==> src/rtl/bcd_to_bin.sv <==
// bcd_to_bin: converts two switch-entered BCD digits to binary on a button
// press and shows the result on LEDR and as two hex digits on HEX5/HEX4.
//
// Ports:
//   clk      - system clock
//   rst      - synchronous reset, active-high
//   KEY1     - raw translate button, active-low, asynchronous to clk
//   switches - BCD input: [7:4] tens digit, [3:0] ones digit
//   LEDR     - binary result, zero-extended to 8 bits
//   HEX4     - right hex digit of result, {g,f,e,d,c,b,a}, active-high
//   HEX5     - left hex digit of result, same encoding
//   LEDG8    - set when the last translated input was not valid BCD
//   busy     - high while a conversion is in progress
module bcd_to_bin #(
    parameter logic [6:0] ZERO_SEG    = 7'b0111111,
    parameter logic [6:0] INVALID_SEG = 7'b1100011,
    parameter int         STEP        = 10
) (
    input  logic       clk,
    input  logic       rst,
    input  logic       KEY1,
    input  logic [7:0] switches,
    output logic [7:0] LEDR,
    output logic [6:0] HEX4,
    output logic [6:0] HEX5,
    output logic       LEDG8,
    output logic       busy
);

    typedef enum logic [1:0] {
        IDLE,
        CHECK,
        ACCUM,
        DONE
    } state_t;

    state_t     state;
    state_t     next_state;

    logic       k1;
    logic       k2;
    logic       press;
    logic [7:0] sw_q;
    logic [6:0] acc;
    logic [3:0] cnt;
    logic       invalid;

    function automatic logic [6:0] seg(input logic [3:0] d);
        logic [6:0] s;
        case (d)
            4'h0:    s = 7'b0111111;
            4'h1:    s = 7'b0000110;
            4'h2:    s = 7'b1011011;
            4'h3:    s = 7'b1001111;
            4'h4:    s = 7'b1100110;
            4'h5:    s = 7'b1101101;
            4'h6:    s = 7'b1111101;
            4'h7:    s = 7'b0000111;
            4'h8:    s = 7'b1111111;
            4'h9:    s = 7'b1101111;
            4'hA:    s = 7'b1110111;
            4'hB:    s = 7'b1111100;
            4'hC:    s = 7'b0111001;
            4'hD:    s = 7'b1011110;
            4'hE:    s = 7'b1111001;
            default: s = 7'b1110001;
        endcase
        return s;
    endfunction

    // Two-flop synchroniser; press fires once on the cycle after the
    // synchronised level goes from released to pressed.
    always_ff @(posedge clk) begin
        if (rst) begin
            k1    <= 1'b1;
            k2    <= 1'b1;
            press <= 1'b0;
        end else begin
            k1    <= KEY1;
            k2    <= k1;
            press <= ~k1 & k2;
        end
    end

    assign invalid = (sw_q[7:4] > 4'd9) || (sw_q[3:0] > 4'd9);

    always_ff @(posedge clk) begin
        if (rst) begin
            state <= IDLE;
        end else begin
            state <= next_state;
        end
    end

    always_comb begin
        next_state = state;
        case (state)
            IDLE:  if (press) next_state = CHECK;
            CHECK: next_state = invalid ? IDLE : ACCUM;
            ACCUM: if (cnt == 4'd0) next_state = DONE;
            DONE:  next_state = IDLE;
            default: next_state = IDLE;
        endcase
    end

    always_ff @(posedge clk) begin
        if (rst) begin
            LEDR  <= 8'd0;
            HEX4  <= ZERO_SEG;
            HEX5  <= ZERO_SEG;
            LEDG8 <= 1'b0;
            busy  <= 1'b0;
            sw_q  <= 8'd0;
            acc   <= 7'd0;
            cnt   <= 4'd0;
        end else begin
            // Registered from next_state so busy lines up with state.
            busy <= (next_state != IDLE);
            case (state)
                IDLE: begin
                    if (press) sw_q <= switches;
                end
                CHECK: begin
                    if (invalid) begin
                        HEX4  <= INVALID_SEG;
                        HEX5  <= INVALID_SEG;
                        LEDG8 <= 1'b1;
                        LEDR  <= 8'd0;
                    end else begin
                        acc <= {3'b000, sw_q[3:0]};
                        cnt <= sw_q[7:4];
                    end
                end
                ACCUM: begin
                    if (cnt != 4'd0) begin
                        acc <= acc + 7'(STEP);
                        cnt <= cnt - 4'd1;
                    end
                end
                DONE: begin
                    LEDR  <= {1'b0, acc};
                    HEX4  <= seg(acc[3:0]);
                    HEX5  <= seg({1'b0, acc[6:4]});
                    LEDG8 <= 1'b0;
                end
                default: ;
            endcase
        end
    end

endmodule

==> config.mk <==
export PLATFORM = sky130hd
export DESIGN_NAME = bcd_to_bin
export DESIGN_NICKNAME = d
export VERILOG_FILES = /design/src/rtl/bcd_to_bin.sv
export SDC_FILE = /design/constraint.sdc
export NUM_CORES = 1
export LEC_CHECK = 0
export BUFFER_PORTS_ARGS = -buffer_cell sky130_fd_sc_hd__buf_2
export CAP_MARGIN = 20
export CORE_MARGIN = 4
export CORE_UTILIZATION = 40
export CTS_BUF_LIST = sky130_fd_sc_hd__clkbuf_2 sky130_fd_sc_hd__clkbuf_4 sky130_fd_sc_hd__clkbuf_8
export DETAILED_ROUTE_END_ITERATION = 16
export GPL_TIMING_DRIVEN = 0
export MAX_ROUTING_LAYER = met4
export PLACE_DENSITY = 0.63
export SYNTH_ARGS = -nofsm -noshare
export SYNTH_HDL_FRONTEND = slang
export SYNTH_SLANG_ARGS = --single-unit
==> constraint.sdc <==
create_clock -name clk -period 2.27 [get_ports clk]
set_input_delay 0.5675 -clock clk [delete_from_list [all_inputs] [get_ports clk]]
set_output_delay 0.5675 -clock clk [all_outputs]
set_load 0.02 [all_outputs]
Word level (Yosys, flattened, before mapping):

Memories as Yosys holds them, arrays and structs flattened. A register that Yosys moved wholly into a read port is not among the register bits.
Index checks and enable logic that the tools add are counted.

* register bits: 48
* bits in read-only memories: 168
* bits of input ports: 11
* output and inout bits: 24
* logic and storage cells: 57
* memories: 2

Memory list
* (no name shown): words 16, width 7, read ports 1, clocked after memory_dff 1, wr ports 0, RTL line 50 `case (d)`
* (no name shown): words 8, width 7, read ports 1, clocked after memory_dff 1, wr ports 0, RTL line 50

* add/subtract/negate cells: 2
* $lt $le $gt $ge: 2
* eq/ne operators: 6
* muxes and demuxes: 21
* bitwise logic cells: 2
* reductions and logical operators: 10

Operators by type and width (count)
* case mux 7 bit (2 select lines): 3
* 2-to-1 mux 7 bit: 3
* 2-to-1 mux 4 bit: 4
* case mux 8 bit (2 select lines): 1
* > comparator 4 bit (second input constant): 2
* 2-to-1 mux 8 bit: 1
* case mux 2 bit (4 select lines): 1
* case mux 4 bit (2 select lines): 1
* adder 7 x 4 -> 7 bit (second input constant): 1
* 2-to-1 mux 2 bit: 3
* 2-to-1 mux 3 bit: 2
* inequality test 2 bit (second input constant): 3
* nonzero test 2 bit: 3
* equality test 2 bit (second input constant): 2
* zero test 4 bit: 1
* AND reduction 2 bit: 2
* nonzero test 4 bit: 1
* subtractor 4 x 1 -> 4 bit (second input constant): 1
* AND reduction 3 bit: 1
* equality test 2 x 1 -> 1 bit (second input constant): 1
* zero test 2 bit: 1
* case mux 1 bit (2 select lines): 1
* bitwise AND 1 bit: 1
* logical OR 1 bit: 1
* other kinds (2): 2

Logic depth before layout (Yosys ltp):

* depth in word-level cells: 6
* mapped depth: 11
* gate-level depth less buffers: 11

Least setup slack after synthesis:

OpenSTA, ideal clock, no wires.

* path type: reg-to-reg
* from: register cnt[0]
* to: register with a tool-made name
* library setup time: 0.079 ns
* arrival time: 2.211 ns
* data required time: 2.191 ns
* slack: -0.020 ns
* cell stages (with the launch flop): 10
* path buffers: 0
* clock period less this slack: 2.290 ns
* path through: dfxtp_1 inv_1 ha_1 nor3b_1 o32ai_4 a31oi_1 inv_1 ha_1 mux2_2 a22oi_1

RTL lines
* from (decl): RTL line 45 `logic [3:0] cnt;`
* from (signal assigned): RTL line 131 `cnt <= sw_q[7:4];`
* from (signal assigned): RTL line 137 `cnt <= cnt - 4'd1;`

==> results.toml <==
[run_status]
status = "finished, violations left"
violations = "setup timing"

[run]
maxCapViolations = 0

[timing]
setup_violations = 1
fin_crit_ps = 2280
rsz0062_at_grt = "true"
fmax_ghz = 0.439
finalSetupTns_ps = -7.48
setup_ws_ps = -7.48
hold_viol_final = 0
hold_ws_ps = 405
slew_violations = 0
fin_skew_ps = 9.01
post-route-period-util_pct = 100
worst_slew_pin_slew_ps = 640
relSlewSlack_pct = 57.3

[finish]
mostFrequentLayoutCells = "dfxtp_1, buf_2, nor2_1, buf_4, mux2i_1"
multi_input_area_sq_um = 1480
final_common_cell = "dfxtp_1"
area_growth_syn_to_layout_pct = 31.1
drive_gt1_share_pct = 35.6
insertedDiodeCount = 0
seqCellArea_sq_um = 1220
final_nets = 370
n_fill_cell = 592

[setup_path]
crit_arrival_ps = 2540
end_kind = "flip-flop"
crit_fanout = 5
r2r_slack_ps = -7
criticalPathCategory = "reg -> reg"
reg2reg_from = "cnt[0]$_SDFFE_PP0N_"
crit_required_ps = 2530
cp-start-kind = "flip-flop"
reg2reg_depth = 9

[logic_synthesis]
synth_top_family_by_area = "compound AO/OA/AOI/OAI gates"
synth_compound_area_share_pct = 18.5
synthFlopType = "dfxtp_1"
syn_nets = 305
yosysSeqAreaShare_pct = 45.6
synth_mux_area_share_pct = 7.61
synth_area_sq_um = 2680
synth-edff-count = 0
synth_warnings = 0
syn_area_per_cell_sq_um = 9.53
yosys.area_share.simple_pct = 15.5
async_reset_ff_share_pct = 0
ys_types = 47
synth_fa_ha_area_share_pct = 6.07
syn_inst = 281
ys_ff_latch = 61
synth_xor_area_share_pct = 1.26

[die]
start_util_pct = 41.7
io-pin-count = 35
core_area_sq_um = 6420
rows = 29
die_h_um = 89.8
die_w_um = 89.8
fp.dieArea_sq_um = 8070

[clock_network]
cts_max_path_buffers = 2
clk_pin_slew_worst_paths_ps = 70
cts_buffers = 9
clock_latency_ps = 340
cts.sinks = 61
cts.htree.levels = 3
root_buffer = "clkbuf_8"
cts_tree = "done"

[placement]
place_congestion = 0.838
dp_hpwl_mm = 4.29
io_buffers = 33

[detailed_routing]
drt_iter0_drc = 88
vias = 2256
viasPerCell = 5.27
wirelength_mm = 6.60
drtPass1Iterations = 5
ant_nets = 0
wl_per_cell_um = 15.4
drc = 0

[hold_path]
holdPathStages = 2
whs_endpoint = "k1$_SDFF_PP1_"
hold_start = "KEY1"
min_path_type = "in -> reg"

[pwr]
p_per_area_nw_per_um2 = 675
finalPower_mw = 2.37
leakage_nw = 1.46
vdd_drop_max_v = 0.000809

[global_route]
grt_util_met2_pct = 27.0
busiest_layer = "met2"
grt_use_met3_pct = 5.34
grt_pass1_vias = 2135
grt_overflow = 0
antenna_found_initial = 0
grt_pass1_wl_mm = 10.3
grtUsageTotal_pct = 16.4
use_met1_pct = 19.6
grt_max_degree = 13
-- stage by stage --
stage / setup WS [ps] / instances / utilization [%] / instance area, sq um
floorplan: 3.45 / 281 / - / 2680
detailed placement: -478 / 391 / 45.9 / 2950
global route: -62.5 / 428 / 54.7 / 3510
finish: -7.48 / 428 / 54.7 / 3510
CTS: -5.57 / 416 / 51.5 / 3310
global placement: -424 / 391 / 45.9 / 2950
-- layout make-up --
cell class	count	area share, %
flip-flops and latches	61	34.9
repair buffers	54	9.41
clock buffers	9	3.53
multi-input cells	190	42.2
inverters	14	1.64
clock inverters	7	2.82
plain buffers	16	2.82
well taps	77	2.74
-- cell families after synthesis --
family | count (synthesis)
xor+xnor | 3
simple gates | 86
buf+inv | 30
mux | 20
other cells | 1
flops | 61
fa+ha+maj | 13
compound gates | 67
-- power breakdown --
| part | leakage (nW) | switching, mW | internal [mW] |
|---|---|---|---|
| Clock | 0.110 | 0.451 | 0.623 |
| Combinational | 0.851 | 0.106 | 0.0856 |
| Sequential | 0.495 | 0.0137 | 1.09 |
| Total | 1.46 | 0.570 | 1.80 |
-- routing by layer --
| metal | routed length, um | up-vias |
|---|---|---|
| met1 | 2920 | 1085 |
| met4 | 58 | 0 |
| met5 | 0 | - |
| met2 | 3270 | 52 |
| met3 | 356 | 7 |
| li1 | - | 1112 |
-- worst max path at each step --
stage	from	to	cells past startpoint
2_1_floorplan	sw_q[1]$_SDFFE_PP0P_	flip-flop	9
3_3_place_gp	sw_q[5]$_SDFFE_PP0P_	flip-flop	9
3_5_place_dp	sw_q[5]$_SDFFE_PP0P_	flip-flop	9
4_1_cts	state[1]$_SDFF_PP0_	flip-flop	9
5_1_grt	cnt[0]$_SDFFE_PP0N_	flip-flop	9
6_report	cnt[0]$_SDFFE_PP0N_	flip-flop	9
-- synth_stat cells (2+ instances only) --
master | count | share of area, %
ha_1 | 13 | 6.1
dfxtp_1 | 61 | 46
o21bai_1 | 3 | 0.84
nor2_1 | 35 | 4.9
buf_4 | 2 | 0.56
nand2_1 | 12 | 1.7
xnor2_1 | 2 | 0.65
buf_6 | 2 | 0.84
mux2_2 | 3 | 1.3
a22oi_1 | 10 | 2.8
nor3_1 | 9 | 1.7
buf_2 | 4 | 0.75
a31oi_1 | 5 | 1.2
clkbuf_1 | 7 | 0.98
nand2b_1 | 8 | 1.9
a221o_1 | 6 | 2.2
nor3b_1 | 3 | 0.84
or2_2 | 2 | 0.47
or3_1 | 2 | 0.47
nor2b_1 | 5 | 1.2
mux2i_1 | 17 | 6.4
nand3_1 | 3 | 0.56
inv_1 | 13 | 1.8
o21a_1 | 3 | 0.84
o21ai_0 | 6 | 1.1
o22ai_1 | 8 | 1.9
a21oi_1 | 17 | 3.2
-- critical path: stages (launching register included) --
cell and delay [ps]:
dfxtp_2 340, inv_2 70, ha_4 150, or3b_4 440, a32oi_4 230, nor2_1 80
or3_1 340, buf_6 150, o221a_1 250, a31oi_2 150
-- repair_timing --
| action | 4_1_cts | 5_1_grt |
|---|---|---|
| endpoints found under the setup margin | 12 | 12 |
| pin swaps | 5 | 13 |
| gates cloned | 0 | 0 |
| resized for setup | 19 | 35 |
| hold buffers | 0 | 0 |
| setup buffers | 9 | 12 |
Power figures use the tool's default switching activity.
